===== config.mk =====
export PLATFORM = sky130hd
export DESIGN_NAME = lsu_flat
export DESIGN_NICKNAME = d
export VERILOG_FILES = /design/src/rtl/lsu_if.sv /design/src/rtl/lsu.sv /design/src/flat_wrapper.sv
export SDC_FILE = /design/constraint.sdc
export NUM_CORES = 1
export LEC_CHECK = 0
export CAP_MARGIN = 20
export CORE_ASPECT_RATIO = 1.2
export CORE_UTILIZATION = 40
export CTS_CLUSTER_SIZE = 40
export DETAILED_ROUTE_END_ITERATION = 8
export HOLD_SLACK_MARGIN = 0.05
export PLACE_DENSITY = 0.82
export SLEW_MARGIN = 30
export SYNTH_ARGS = -nofsm -noshare
export SYNTH_HDL_FRONTEND = slang
export SYNTH_SLANG_ARGS = --single-unit
export TNS_END_PERCENT = 20

===== constraint.sdc =====
create_clock -name clk -period 4.2 [get_ports clk]
set_input_delay 0.84 -clock clk [delete_from_list [all_inputs] [get_ports clk]]
set_output_delay 0.84 -clock clk [all_outputs]
set_load 0.005 [all_outputs]

===== src/rtl/lsu_if.sv =====
// rtl/lsu_if.sv - request, data-memory and writeback signal bundle for the lsu
//
// Purpose: groups every non-clock/reset port of the lsu.
// Ports (slave = lsu view):
//   request  : req_valid, req_ready, is_store, funct3, addr, store_data, rd_addr
//   memory   : mem_req, mem_we, mem_addr, mem_wdata, mem_be, mem_ack, mem_rdata
//   writeback: wb_we, wb_a3, wb_wd
//   status   : done, err, err_code
interface lsu_if;
  logic        req_valid;
  logic        req_ready;
  logic        is_store;
  logic [2:0]  funct3;
  logic [31:0] addr;
  logic [31:0] store_data;
  logic [4:0]  rd_addr;

  logic        mem_req;
  logic        mem_we;
  logic [31:0] mem_addr;
  logic [31:0] mem_wdata;
  logic [3:0]  mem_be;
  logic        mem_ack;
  logic [31:0] mem_rdata;

  logic        wb_we;
  logic [4:0]  wb_a3;
  logic [31:0] wb_wd;

  logic        done;
  logic        err;
  logic [1:0]  err_code;

  modport slave (
    input  req_valid, is_store, funct3, addr, store_data, rd_addr, mem_ack, mem_rdata,
    output req_ready, mem_req, mem_we, mem_addr, mem_wdata, mem_be,
           wb_we, wb_a3, wb_wd, done, err, err_code
  );

  modport master (
    output req_valid, is_store, funct3, addr, store_data, rd_addr, mem_ack, mem_rdata,
    input  req_ready, mem_req, mem_we, mem_addr, mem_wdata, mem_be,
           wb_we, wb_a3, wb_wd, done, err, err_code
  );
endinterface


===== src/rtl/lsu.sv =====
// rtl/lsu.sv - RV32I load/store unit with single-request capture and access timeout
//
// Purpose: accepts one load/store at a time, checks width code and alignment,
// drives a word-addressed data-memory access with byte enables, extracts and
// extends load data into the register-file write port, and reports completion
// (done) and errors (err/err_code) as one-cycle pulses.
// Ports:
//   clk   : clock, all state updates on posedge
//   reset : asynchronous active-high reset
//   bus   : lsu_if.slave (request, memory, writeback and status signals)
module lsu #(
  parameter int TIMEOUT_CYCLES = 64
) (
  input  logic  clk,
  input  logic  reset,
  lsu_if.slave  bus
);

  typedef enum logic [1:0] {IDLE, ACCESS, WB, ERR} state_t;

  localparam int CW = $clog2(TIMEOUT_CYCLES) + 1;

  state_t        state, state_nxt;
  logic [CW-1:0] tcnt;
  logic          r_store;
  logic [2:0]    r_funct3;
  logic [31:0]   r_addr;
  logic [31:0]   r_data;
  logic [4:0]    r_rd;
  logic [31:0]   wb_wd_q;
  logic [4:0]    wb_a3_q;
  logic [1:0]    err_code_q, err_code_nxt;

  logic          accept;
  logic          illegal;
  logic          misaligned;
  logic          timeout_hit;
  logic [31:0]   lane;
  logic [31:0]   load_val;
  logic [3:0]    store_be;

  assign accept      = bus.req_valid && (state == IDLE);
  // Last permitted ACCESS cycle: counter holds the number of ack-less cycles so far.
  assign timeout_hit = (tcnt == CW'(TIMEOUT_CYCLES - 1));

  always_comb begin
    illegal = 1'b1;
    case (bus.funct3)
      3'b000, 3'b001, 3'b010: illegal = 1'b0;
      3'b100, 3'b101:         illegal = bus.is_store;
      default:                illegal = 1'b1;
    endcase
  end

  always_comb begin
    misaligned = 1'b0;
    case (bus.funct3)
      3'b001, 3'b101: misaligned = bus.addr[0];
      3'b010:         misaligned = (bus.addr[1:0] != 2'b00);
      default:        misaligned = 1'b0;
    endcase
  end

  always_comb begin
    store_be = 4'b1111;
    case (r_funct3[1:0])
      2'b00:   store_be = 4'b0001 << r_addr[1:0];
      2'b01:   store_be = 4'b0011 << {r_addr[1], 1'b0};
      default: store_be = 4'b1111;
    endcase
  end

  always_comb begin
    bus.mem_wdata = r_data;
    case (r_funct3[1:0])
      2'b00:   bus.mem_wdata = {4{r_data[7:0]}};
      2'b01:   bus.mem_wdata = {2{r_data[15:0]}};
      default: bus.mem_wdata = r_data;
    endcase
  end

  assign lane = bus.mem_rdata >> {r_addr[1:0], 3'b000};

  always_comb begin
    load_val = lane;
    case (r_funct3)
      3'b000:  load_val = {{24{lane[7]}}, lane[7:0]};
      3'b001:  load_val = {{16{lane[15]}}, lane[15:0]};
      3'b100:  load_val = {24'h0, lane[7:0]};
      3'b101:  load_val = {16'h0, lane[15:0]};
      default: load_val = lane;
    endcase
  end

  always_ff @(posedge clk or posedge reset) begin
    if (reset) state <= IDLE;
    else       state <= state_nxt;
  end

  always_comb begin
    state_nxt    = state;
    err_code_nxt = err_code_q;
    case (state)
      IDLE: begin
        if (accept) begin
          // Width-code check outranks alignment.
          if (illegal) begin
            state_nxt    = ERR;
            err_code_nxt = 2'b10;
          end else if (misaligned) begin
            state_nxt    = ERR;
            err_code_nxt = 2'b01;
          end else begin
            state_nxt = ACCESS;
          end
        end
      end
      ACCESS: begin
        // An ack on the final permitted cycle still completes normally.
        if (bus.mem_ack) begin
          state_nxt = WB;
        end else if (timeout_hit) begin
          state_nxt    = ERR;
          err_code_nxt = 2'b11;
        end
      end
      WB:      state_nxt = IDLE;
      ERR:     state_nxt = IDLE;
      default: state_nxt = IDLE;
    endcase
  end

  assign bus.req_ready = (state == IDLE);
  assign bus.mem_req   = (state == ACCESS);
  assign bus.mem_we    = (state == ACCESS) && r_store;
  assign bus.mem_be    = ((state == ACCESS) && r_store) ? store_be : 4'b0000;
  assign bus.mem_addr  = {r_addr[31:2], 2'b00};
  assign bus.done      = (state == WB) || (state == ERR);
  assign bus.err       = (state == ERR);
  assign bus.err_code  = err_code_q;
  assign bus.wb_we     = (state == WB) && !r_store && (r_rd != 5'd0);
  assign bus.wb_a3     = wb_a3_q;
  assign bus.wb_wd     = wb_wd_q;

  always_ff @(posedge clk or posedge reset) begin
    if (reset) begin
      tcnt       <= '0;
      r_store    <= 1'b0;
      r_funct3   <= 3'b000;
      r_addr     <= 32'h0;
      r_data     <= 32'h0;
      r_rd       <= 5'd0;
      wb_wd_q    <= 32'h0;
      wb_a3_q    <= 5'd0;
      err_code_q <= 2'b00;
    end else begin
      err_code_q <= err_code_nxt;
      if (accept) begin
        r_store  <= bus.is_store;
        r_funct3 <= bus.funct3;
        r_addr   <= bus.addr;
        r_data   <= bus.store_data;
        r_rd     <= bus.rd_addr;
        tcnt     <= '0;
      end
      if (state == ACCESS) begin
        if (bus.mem_ack) begin
          wb_a3_q <= r_rd;
          if (!r_store) wb_wd_q <= load_val;
        end else begin
          tcnt <= tcnt + CW'(1);
        end
      end
    end
  end

endmodule


===== src/flat_wrapper.sv =====
// flat-port wrapper written by rule: the top's interface ports become plain ports
module lsu_flat 
#(
  parameter int TIMEOUT_CYCLES = 64
)
  (clk, reset, bus_req_valid, bus_is_store, bus_funct3, bus_addr, bus_store_data, bus_rd_addr, bus_mem_ack, bus_mem_rdata, bus_req_ready, bus_mem_req, bus_mem_we, bus_mem_addr, bus_mem_wdata, bus_mem_be, bus_wb_we, bus_wb_a3, bus_wb_wd, bus_done, bus_err, bus_err_code);
  lsu_if bus_i ();
  input  logic clk;
  input  logic reset;
  input wire logic [$bits(bus_i.req_valid)-1:0] bus_req_valid;
  input wire logic [$bits(bus_i.is_store)-1:0] bus_is_store;
  input wire logic [$bits(bus_i.funct3)-1:0] bus_funct3;
  input wire logic [$bits(bus_i.addr)-1:0] bus_addr;
  input wire logic [$bits(bus_i.store_data)-1:0] bus_store_data;
  input wire logic [$bits(bus_i.rd_addr)-1:0] bus_rd_addr;
  input wire logic [$bits(bus_i.mem_ack)-1:0] bus_mem_ack;
  input wire logic [$bits(bus_i.mem_rdata)-1:0] bus_mem_rdata;
  output wire logic [$bits(bus_i.req_ready)-1:0] bus_req_ready;
  output wire logic [$bits(bus_i.mem_req)-1:0] bus_mem_req;
  output wire logic [$bits(bus_i.mem_we)-1:0] bus_mem_we;
  output wire logic [$bits(bus_i.mem_addr)-1:0] bus_mem_addr;
  output wire logic [$bits(bus_i.mem_wdata)-1:0] bus_mem_wdata;
  output wire logic [$bits(bus_i.mem_be)-1:0] bus_mem_be;
  output wire logic [$bits(bus_i.wb_we)-1:0] bus_wb_we;
  output wire logic [$bits(bus_i.wb_a3)-1:0] bus_wb_a3;
  output wire logic [$bits(bus_i.wb_wd)-1:0] bus_wb_wd;
  output wire logic [$bits(bus_i.done)-1:0] bus_done;
  output wire logic [$bits(bus_i.err)-1:0] bus_err;
  output wire logic [$bits(bus_i.err_code)-1:0] bus_err_code;
  assign bus_i.req_valid = bus_req_valid;
  assign bus_i.is_store = bus_is_store;
  assign bus_i.funct3 = bus_funct3;
  assign bus_i.addr = bus_addr;
  assign bus_i.store_data = bus_store_data;
  assign bus_i.rd_addr = bus_rd_addr;
  assign bus_i.mem_ack = bus_mem_ack;
  assign bus_i.mem_rdata = bus_mem_rdata;
  assign bus_req_ready = bus_i.req_ready;
  assign bus_mem_req = bus_i.mem_req;
  assign bus_mem_we = bus_i.mem_we;
  assign bus_mem_addr = bus_i.mem_addr;
  assign bus_mem_wdata = bus_i.mem_wdata;
  assign bus_mem_be = bus_i.mem_be;
  assign bus_wb_we = bus_i.wb_we;
  assign bus_wb_a3 = bus_i.wb_a3;
  assign bus_wb_wd = bus_i.wb_wd;
  assign bus_done = bus_i.done;
  assign bus_err = bus_i.err;
  assign bus_err_code = bus_i.err_code;
  lsu #(.TIMEOUT_CYCLES(TIMEOUT_CYCLES)) u_core (.clk(clk), .reset(reset), .bus(bus_i));
endmodule

==> results.py, run 1 <==
metrics = {
    "yosys": {
        "synthCells": 658,
        "yosysSeqAreaShare_pct": 51.2,
        "synth-seq-cells": 121,
        "synth.avg_cell_area_sq_um": 8.99,
        "syn_area_sq_um": 5910,
        "yosys.cell_types.count": 44,
        "synth_warnings": 0,
    },
    "detailed_routing": {
        "via_count": 5091,
        "wirelength_um": 16600,
        "drtPass1Iterations": 5,
        "drc": 0,
        "drtAntennaViolNets": 0,
        "routedWlPerCell_um": 16.3,
        "via_per_inst": 5.00,
        "drtIter0Drc": 306,
    },
    "timing": {
        "fin_crit_sh_pct": 81.3,
        "max_freq_mhz": 293,
        "slew_headroom_pct": 44.0,
        "finalHoldViolCount": 0,
        "rsz0062_at_grt": "no",
        "setup_viol": 0,
        "hold_ws_ps": 470,
        "worst_slew_pin_slew_ps": 840,
        "setup_slack_ps": 783,
        "drv_slew": 0,
        "fin_skew_ps": 8.09,
        "fin_crit_ps": 3420,
        "setup-tns-final_ps": 0,
    },
    "floorplanning": {
        "std_cell_rows": 48,
        "die-area_sq_um": 15300,
        "initial_core_util_pct": 41.0,
        "die_h_um": 135,
        "coreArea_sq_um": 14400,
        "ios": 222,
        "die_w_um": 113,
    },
    "clocking": {
        "post_cts_buffers": 0,
        "cts_resized": 0,
        "path_clk_slew_ps": 60,
        "clockBufferDepth": 2,
        "clock-sinks": 121,
        "cts_inserted_buffers": 17,
        "root_buffer": "clkbuf_16",
        "hold_buffers": 0,
        "cts_tree": "built",
        "clk_latency_ps": 410,
        "h-tree-depth": 4,
    },
    "placed_design": {
        "place_ws_ps": 1190,
        "hpwl_um": 11500,
        "gp_congestion": 0.826,
        "io_buffers": 219,
        "place_inst": 986,
    },
    "hold_path": {
        "hold_class": "register to register",
    },
    "global_routing": {
        "grt_first_pass_wirelength_um": 26000,
        "grt_pass1_vias": 5062,
        "grt_usage_pct": 22.0,
        "overflow": 0,
        "antenna_found_initial": 1,
        "grt_max_degree": 78,
    },
    "setup_path": {
        "worstPathCellList": "or2_2, mux2_2, clkdlybuf4s50_1",
        "ff2ff_path_depth": 5,
        "r2r_end": "u_core.bus.wb_wd[12]$_DFFE_PP0P_",
        "critPathLaunch": "u_core.r_funct3[0]$_DFFE_PP0P_",
        "worstSetupEndpoint": "bus_mem_wdata[8]",
        "rr_startpoint": "u_core.state[1]$_DFFE_PP0P_",
        "critPathMaxStageDelay_ps": 820,
        "critical_path_depth": 3,
        "worstPathArrival_ps": 2580,
        "worstPathMaxFanout": 17,
        "criticalPathCategory": "register to primary output",
        "reg2reg_setup_slack_ps": 1960,
        "crit_slowest_cell": "dfrtp_1",
        "cp-start-kind": "register",
        "cp.required_ps": 3360,
        "critPathBufInv": 1,
        "worst_setup_path_end_kind": "primary output",
        "crit_family": "flip-flops",
    },
    "finish": {
        "layout.nets": 940,
        "drive_above_1_share_pct": 9.49,
        "fill_cells": 1232,
        "area_growth_syn_to_layout_pct": 45.5,
        "stdcell_count": 1018,
        "diodes": 0,
        "final_util_pct": 59.7,
    },
    "run": {
        "cap_violations": 0,
    },
    "power": {
        "irDropWorstVdd_v": 0.000343,
        "power_leakage_uw": 0.00393,
        "power_density_nw_per_um2": 781,
    },
    "status": {
        "outcome": "finished clean",
    },
}
worst min-delay path, stage by stage, from the launching register on:
cell and delay [ps]:
dfrtp_1 340, nand2_1 50, nand2_1 50
layout by cell type, fill, tap and decap left out, types with 2 or more instances in the layout:
master,instances
a211oi_1,9
a21oi_1,28
and2_1,8
buf_4,9
bufinv_16,4
clkbuf_16,17
clkbuf_8,2
clkdlybuf4s50_1,219
clkinv_4,2
conb_1,2
dfrtp_1,120
inv_1,5
inv_6,5
mux2_2,31
mux2i_1,26
nand2_1,240
nand2b_1,6
nand3_1,3
nor2_1,40
nor2b_1,8
o21ai_0,19
o21ai_1,2
o22a_1,9
flip-flops by register name, summed over array words and instances, names as in the netlist:
signal	cells
u_core.r_store	1
u_core.r_addr	32
u_core.bus.err_code	2
u_core.r_rd	5
u_core.r_data	32
u_core.r_funct3	3
u_core.tcnt	7
u_core.bus.wb_a3	5
u_core.bus.wb_wd	32
u_core.state	2
layer usage:
layer / GRT usage, % / vias to the layer above / routed length, um
li1: - / 2450 / -
met5: 0 / - / 0
met2: 37.5 / 187 / 8230
met3: 6.31 / 18 / 1170
met4: 7.53 / 0 / 214
met1: 26.7 / 2436 / 7010
cells in the mapped netlist:
library cell    n  area share (%)
nor2_1         40             2.5
o22a_1          9             1.3
nand3b_1        1            0.13
or4_4           1            0.19
a31o_2          1            0.15
nand2_1       240              15
a21boi_1        1            0.13
or2_2           1            0.11
a31oi_1         1            0.11
o21ai_0        19             1.6
nor4bb_1        1            0.17
a21oi_1        28             2.4
a311o_1         1            0.17
and3_1          1            0.11
o211ai_1        1            0.13
o21a_1          1            0.13
nand2b_1        6            0.63
buf_1           3            0.19
a22o_1          1            0.15
nor3b_1         1            0.13
or3b_1          1            0.15
inv_1           6            0.38
o32a_1          1            0.17
mux2_2         31             5.9
nor4_1          1            0.11
conb_1          1           0.063
a211oi_1        9             1.1
clkbuf_1       30             1.9
nor2_2          1            0.11
and2_1          9            0.95
and4_1          1            0.15
dfrtp_1       121              51
mux4_2          1            0.38
o21bai_1        1            0.13
nor2b_1         8            0.85
mux2i_1        26             4.4
buf_2           3            0.25
or4_1           1            0.13
o21ai_1         2            0.17
ha_1            1            0.21
buf_4          40             5.1
o22ai_1         1            0.11
nand3_1         3            0.25
nor4b_1         1            0.15
metrics by stage:
| stage | area, sq um | power, uW |
|---|---|---|
| floorplan | 5920 | 3720 |
| global placement | 7960 | 5070 |
| detailed placement | 7960 | 5150 |
| CTS | 8610 | 6780 |
| global route | 8610 | 7150 |
| finish | 8610 | 6720 |
kinds of logic (layout without fill, tap and decap cells):
logic type	after synthesis	count (layout)	share of synthesized area (%)
buf+inv	82	266	7.81
compound gates	77	77	7.98
flops	121	121	51.2
other cells	1	2	0.0634
mux	58	58	10.7
fa+ha+maj	1	1	0.212
simple gates	318	318	22.1
worst min-delay path by stage:
stage | startpoint | endpoint | depth (start not counted) | slack, ps
final | u_core.r_addr[7]$_DFFE_PP0P_ | u_core.r_addr[7]$_DFFE_PP0P_ | 2 | 470
after global routing | u_core.r_data[26]$_DFFE_PP0P_ | u_core.r_data[26]$_DFFE_PP0P_ | 2 | 490
after CTS | u_core.r_data[21]$_DFFE_PP0P_ | u_core.r_data[21]$_DFFE_PP0P_ | 2 | 470
after detailed placement | u_core.r_data[21]$_DFFE_PP0P_ | u_core.r_data[21]$_DFFE_PP0P_ | 2 | 460
after global placement | u_core.r_data[16]$_DFFE_PP0P_ | u_core.r_data[16]$_DFFE_PP0P_ | 2 | 450
after floorplan | u_core.tcnt[5]$_DFF_PP0_ | u_core.tcnt[5]$_DFF_PP0_ | 1 | 440
power breakdown:
group	internal, uW	leakage (uW)	total [uW]	switching [uW]
clock	1040	0.000316	1590	556
combinational	1710	0.00214	2940	1230
sequential	1720	0.00148	2190	473
area by class of cell:
cell class                 instances  area, sq um  area share [%]
sequential                       121         3030            35.2
multi-input combinational        456         2430            28.3
timing repair buffer             228         2260            26.3
clock buffer                      20          457            5.31
tap                              175          219            2.54
clock inverter                    12          186            2.17
inverter                           6         25.0           0.291
No activity file was read; power rests on OpenSTA's default activity.
==> run 2: changes to the inputs <==
==> constraint.sdc (replaced) <==
create_clock -name clk -period 2.8 [get_ports clk]
set_input_delay 0.56 -clock clk [delete_from_list [all_inputs] [get_ports clk]]
set_output_delay 0.56 -clock clk [all_outputs]
set_load 0.005 [all_outputs]
==> results.py, run 2 (synthesized netlist as in run 1, its figures left out) <==
metrics = {
    "status": {
        "outcome": "finished clean",
    },
    "detailed_routing": {
        "drtIter0Drc": 362,
        "drc": 0,
        "drtPass1Iterations": 4,
        "drtAntennaViolNets": 0,
        "via_count": 5131,
        "wirelength_um": 16400,
        "via_per_inst": 5.03,
        "routedWlPerCell_um": 16.1,
    },
    "power": {
        "irDropWorstVdd_v": 0.000492,
        "power_density_nw_per_um2": 1160,
        "sequentialPowerShare_pct": 31.4,
        "combPwrFrac_pct": 46.3,
        "swShare_pct": 33.5,
        "intPower_uw": 6640,
        "power_leakage_uw": 0.00393,
        "p_clk_share_pct": 22.4,
        "p_sw_uw": 3350,
    },
    "timing": {
        "fin_crit_ps": 2630,
        "fin_skew_ps": 8.33,
        "worst_slew_pin_slew_ps": 841,
        "rsz0062_at_grt": "no",
        "setup-tns-final_ps": 0,
        "hold_ws_ps": 467,
        "setup_slack_ps": 170,
        "setup_viol": 0,
        "slew_headroom_pct": 43.9,
        "drv_slew": 0,
        "finalHoldViolCount": 0,
        "fin_crit_sh_pct": 93.9,
        "max_freq_mhz": 380,
    },
    "global_routing": {
        "grt_usage_pct": 22.3,
        "grt_max_degree": 122,
        "antenna_found_initial": 1,
        "grt_first_pass_wirelength_um": 26400,
        "grt_pass1_vias": 5254,
        "overflow": 0,
    },
    "floorplanning": {
        "die-area_sq_um": 15300,
        "ios": 222,
        "die_w_um": 113,
        "std_cell_rows": 48,
        "die_h_um": 135,
        "coreArea_sq_um": 14400,
        "initial_core_util_pct": 41.0,
    },
    "finish": {
        "most-common-layout-cells": "240 x nand2_1, 219 x clkdlybuf4s50_1, 121 x dfrtp_1",
        "final_util_pct": 59.8,
        "final_common_cell": "nand2_1",
        "seq_area_sq_um": 3030,
        "multi_input_area_sq_um": 2430,
        "area_growth_syn_to_layout_pct": 45.8,
        "diodes": 0,
        "drive_above_1_share_pct": 9.69,
        "layout.nets": 944,
        "fill_cells": 1257,
    },
    "clocking": {
        "clockBufferDepth": 2,
        "h-tree-depth": 4,
        "root_buffer": "clkbuf_16",
        "cts_tree": "built",
        "hold_buffers": 0,
        "post_cts_buffers": 0,
        "cts_resized": 0,
        "clk_latency_ps": 410,
        "cts_inserted_buffers": 17,
        "clock-sinks": 121,
        "path_clk_slew_ps": 50,
    },
    "setup_path": {
        "worstPathCellList": "or2_2, mux2_2, clkdlybuf4s50_1",
        "critPathLaunch": "u_core.r_funct3[1]$_DFFE_PP0P_",
        "critPathMaxStageDelay_ps": 520,
        "cp.required_ps": 2240,
        "rr_startpoint": "u_core.r_addr[0]$_DFFE_PP0P_",
        "critical_path_depth": 3,
        "worstSetupEndpoint": "bus_mem_wdata[14]",
        "crit_family": "buffers and inverters",
        "worstPathMaxFanout": 17,
        "critPathBufInv": 1,
        "criticalPathCategory": "register to primary output",
        "ff2ff_path_depth": 5,
        "cp-start-kind": "register",
        "reg2reg_setup_slack_ps": 630,
        "r2r_end": "u_core.bus.wb_wd[18]$_DFFE_PP0P_",
        "worst_setup_path_end_kind": "primary output",
        "crit_slowest_cell": "clkdlybuf4s50_1",
        "worstPathArrival_ps": 2070,
    },
    "hold_path": {
        "hold_class": "register to register",
        "hp-start": "u_core.tcnt[5]$_DFF_PP0_",
    },
    "placed_design": {
        "io_buffers": 219,
        "place_ws_ps": 393,
        "hpwl_um": 11300,
        "gp_congestion": 0.835,
    },
    "run": {
        "cap_violations": 0,
    },
}
run 2: changes by cell type in the layout (fill, tap and decap cells not counted):
cell	delta
buf_12	+2
buf_4	+2
bufinv_16	-1
clkinv_2	+1
clkinvlp_4	+5
dfrtp_1	+1
dfrtp_2	-1
inv_4	-1
inv_6	-5
run 2: cell type report:
type                       instances  area share [%]
tap                              175            2.54
timing repair buffer             232            26.8
multi-input combinational        456            28.2
clock inverter                    11            1.71
sequential                       121            35.1
clock buffer                      20            5.30
inverter                           6           0.305
run 2: power groups by stage:
stage / sequential [uW] / combinational (uW) / clock [uW]
after CTS: 3140 / 4680 / 2280
after global placement: 3120 / 4550 / 0
after global routing: 3240 / 5100 / 2360
after detailed placement: 3160 / 4640 / 0
final: 3140 / 4620 / 2240
after floorplan: 3030 / 2550 / 0
run 2: stage by stage:
step / power, uW / instance area [sq um] / instances
after global placement: 7670 / 8020 / 990
after global routing: 10700 / 8620 / 1021
after CTS: 10100 / 8620 / 1021
after floorplan: 5590 / 5920 / 659
after detailed placement: 7800 / 8020 / 990
final: 10000 / 8620 / 1021
run 2: worst min-delay path by stage:
| stage | end | slack (ps) | depth (start not counted) |
|---|---|---|---|
| final | u_core.tcnt[5]$_DFF_PP0_ | 470 | 1 |
| after global routing | u_core.tcnt[5]$_DFF_PP0_ | 500 | 1 |
| after CTS | u_core.tcnt[5]$_DFF_PP0_ | 470 | 1 |
| after detailed placement | u_core.r_data[19]$_DFFE_PP0P_ | 460 | 2 |
| after global placement | u_core.r_data[20]$_DFFE_PP0P_ | 450 | 2 |
| after floorplan | u_core.tcnt[5]$_DFF_PP0_ | 440 | 1 |
run 2: routing by layer:
metal	wire length, um	global-route usage [%]	part of all wire [%]
met1	6510	25.3	40
met2	8140	38.8	50
met3	1500	8.28	9.2
met4	255	7.38	1.6
met5	13	0	0.079
==> run 3: changes to the inputs <==
==> constraint.sdc (replaced) <==
create_clock -name clk -period 2.3 [get_ports clk]
set_input_delay 0.46 -clock clk [delete_from_list [all_inputs] [get_ports clk]]
set_output_delay 0.46 -clock clk [all_outputs]
set_load 0.005 [all_outputs]
==> results.py, run 3 (synthesized netlist as in run 1, its figures left out) <==
metrics = {
    "setup_path": {
        "crit_slowest_cell": "dfrtp_1",
        "critPathBufInv": 2,
        "worstPathMaxFanout": 6,
        "worstPathCellList": "or2_4, buf_12, mux2_2, dlygate4sd2_1",
        "crit_family": "buffers and inverters",
        "cp.required_ps": 1840,
        "reg2reg_setup_slack_ps": 400,
        "rr_startpoint": "u_core.state[0]$_DFFE_PP0P_",
        "cp-start-kind": "register",
        "worstPathArrival_ps": 1790,
        "worst_setup_path_end_kind": "primary output",
        "ff2ff_path_depth": 4,
        "critPathMaxStageDelay_ps": 410,
        "r2r_end": "u_core.bus.err_code[0]$_DFFE_PP0P_",
        "criticalPathCategory": "register to primary output",
    },
    "timing": {
        "max_freq_mhz": 443,
        "fin_crit_sh_pct": 98.0,
        "fin_crit_ps": 2250,
        "setup_viol": 0,
        "worst_slew_pin_slew_ps": 836,
        "finalHoldViolCount": 0,
        "hold_ws_ps": 466,
        "fin_skew_ps": 6.87,
        "slew_headroom_pct": 44.3,
        "drv_slew": 0,
    },
    "clocking": {
        "clockBufferDepth": 2,
        "hold_buffers": 0,
        "root_buffer": "clkbuf_16",
        "clock-sinks": 121,
        "cts_inserted_buffers": 17,
        "cts_tree": "built",
        "h-tree-depth": 4,
        "path_clk_slew_ps": 50,
        "clk_latency_ps": 420,
    },
    "placed_design": {
        "gp_congestion": 0.814,
        "io_buffers": 219,
        "hpwl_um": 11400,
        "placed_area_sq_um": 8100,
    },
    "floorplanning": {
        "die_h_um": 135,
        "coreArea_sq_um": 14400,
        "initial_core_util_pct": 41.0,
        "std_cell_rows": 48,
        "ios": 222,
        "die-area_sq_um": 15300,
        "die_w_um": 113,
    },
    "status": {
        "outcome": "finished clean",
    },
    "detailed_routing": {
        "via_per_inst": 4.96,
        "routedWlPerCell_um": 15.9,
        "drc": 0,
        "drtAntennaViolNets": 0,
        "drtIter0Drc": 272,
        "drtPass1Iterations": 4,
        "wirelength_um": 16300,
        "via_count": 5107,
    },
    "finish": {
        "final_util_pct": 60.8,
        "final_common_cell": "nand2_1",
        "final_area_sq_um": 8760,
        "fill_cells": 1220,
        "drive_above_1_share_pct": 11.0,
        "multi_input_area_sq_um": 2450,
        "area_growth_syn_to_layout_pct": 48.2,
        "seq_area_sq_um": 3030,
        "most-common-layout-cells": "240 x nand2_1, 192 x clkdlybuf4s50_1, 121 x dfrtp_1",
        "layout.nets": 951,
    },
    "global_routing": {
        "overflow": 0,
        "grt_usage_pct": 22.4,
        "grt_first_pass_wirelength_um": 26400,
        "grt_max_degree": 78,
        "grt_pass1_vias": 5219,
        "antenna_found_initial": 2,
    },
    "hold_path": {
        "hp-start": "u_core.tcnt[5]$_DFF_PP0_",
        "hold_class": "register to register",
        "worstHoldEndpoint": "u_core.tcnt[5]$_DFF_PP0_",
        "min_path_cells": 1,
    },
    "run": {
        "cap_violations": 0,
    },
    "power": {
        "power_leakage_uw": 0.00419,
        "power_density_nw_per_um2": 1380,
        "irDropWorstVdd_v": 0.000806,
    },
}
## run 3: where the power goes
| part | switching [uW] | internal (uW) |
|---|---|---|
| clock | 992 | 1620 |
| combinational | 2450 | 3220 |
| sequential | 683 | 3140 |
## run 3: routing by layer
metal	part of all wire [%]	wire length (um)	vias to the layer above	track usage (%)
met5	0.073	12	-	0
met4	2.4	400	2	9.65
met3	9.4	1540	35	7.43
met2	49	8070	215	38.1
met1	39	6310	2375	25.7
li1	-	-	2480	-
## run 3: worst reg2reg max path, cell delays in order, from the launching register on
cell     delay (ps)
dfrtp_1         370
buf_4           160
or3b_4          400
or4_4           560
o32a_1          300
## run 3: how the worst max path moves through the flow
stage | start | to | slack [ps] | depth (start not counted)
after floorplan | u_core.r_funct3[0]$_DFFE_PP0P_ | bus_mem_wdata[14] | 310 | 5
after global placement | bus_req_valid | u_core.bus.err_code[0]$_DFFE_PP0P_ | 30 | 4
after detailed placement | bus_req_valid | u_core.bus.err_code[0]$_DFFE_PP0P_ | 5 | 4
after CTS | u_core.r_funct3[1]$_DFFE_PP0P_ | bus_mem_wdata[9] | -60 | 3
after global routing | u_core.r_funct3[1]$_DFFE_PP0P_ | bus_mem_wdata[10] | -2 | 4
final | u_core.r_funct3[1]$_DFFE_PP0P_ | bus_mem_wdata[10] | 50 | 4
## run 3: layout make-up
| cell class | count | area share [%] |
|---|---|---|
| clock buffers | 18 | 5.01 |
| flip-flops and latches | 121 | 34.5 |
| well taps | 175 | 2.50 |
| clock inverters | 14 | 1.68 |
| diodes | 1 | 0.0286 |
| repair buffers | 239 | 28.0 |
| inverters | 6 | 0.300 |
| multi-input cells | 456 | 28.0 |
## run 3: repair_timing
action,in CTS,in global routing
setup buffers,0,2
endpoints found under the setup margin,22,16
resized for setup,18,22
pin swaps,3,2
## run 3: per-stage QoR
step	std cells	total power, uW	TNS [ps]	worst slack (ps)
after floorplan	659	6800	0	314
after global placement	995	9440	0	33.8
after detailed placement	995	9560	0	4.69
after CTS	1027	12200	-177	-62.1
after global routing	1029	13000	-3.10	-2.06
final	1030	12100	0	45.2
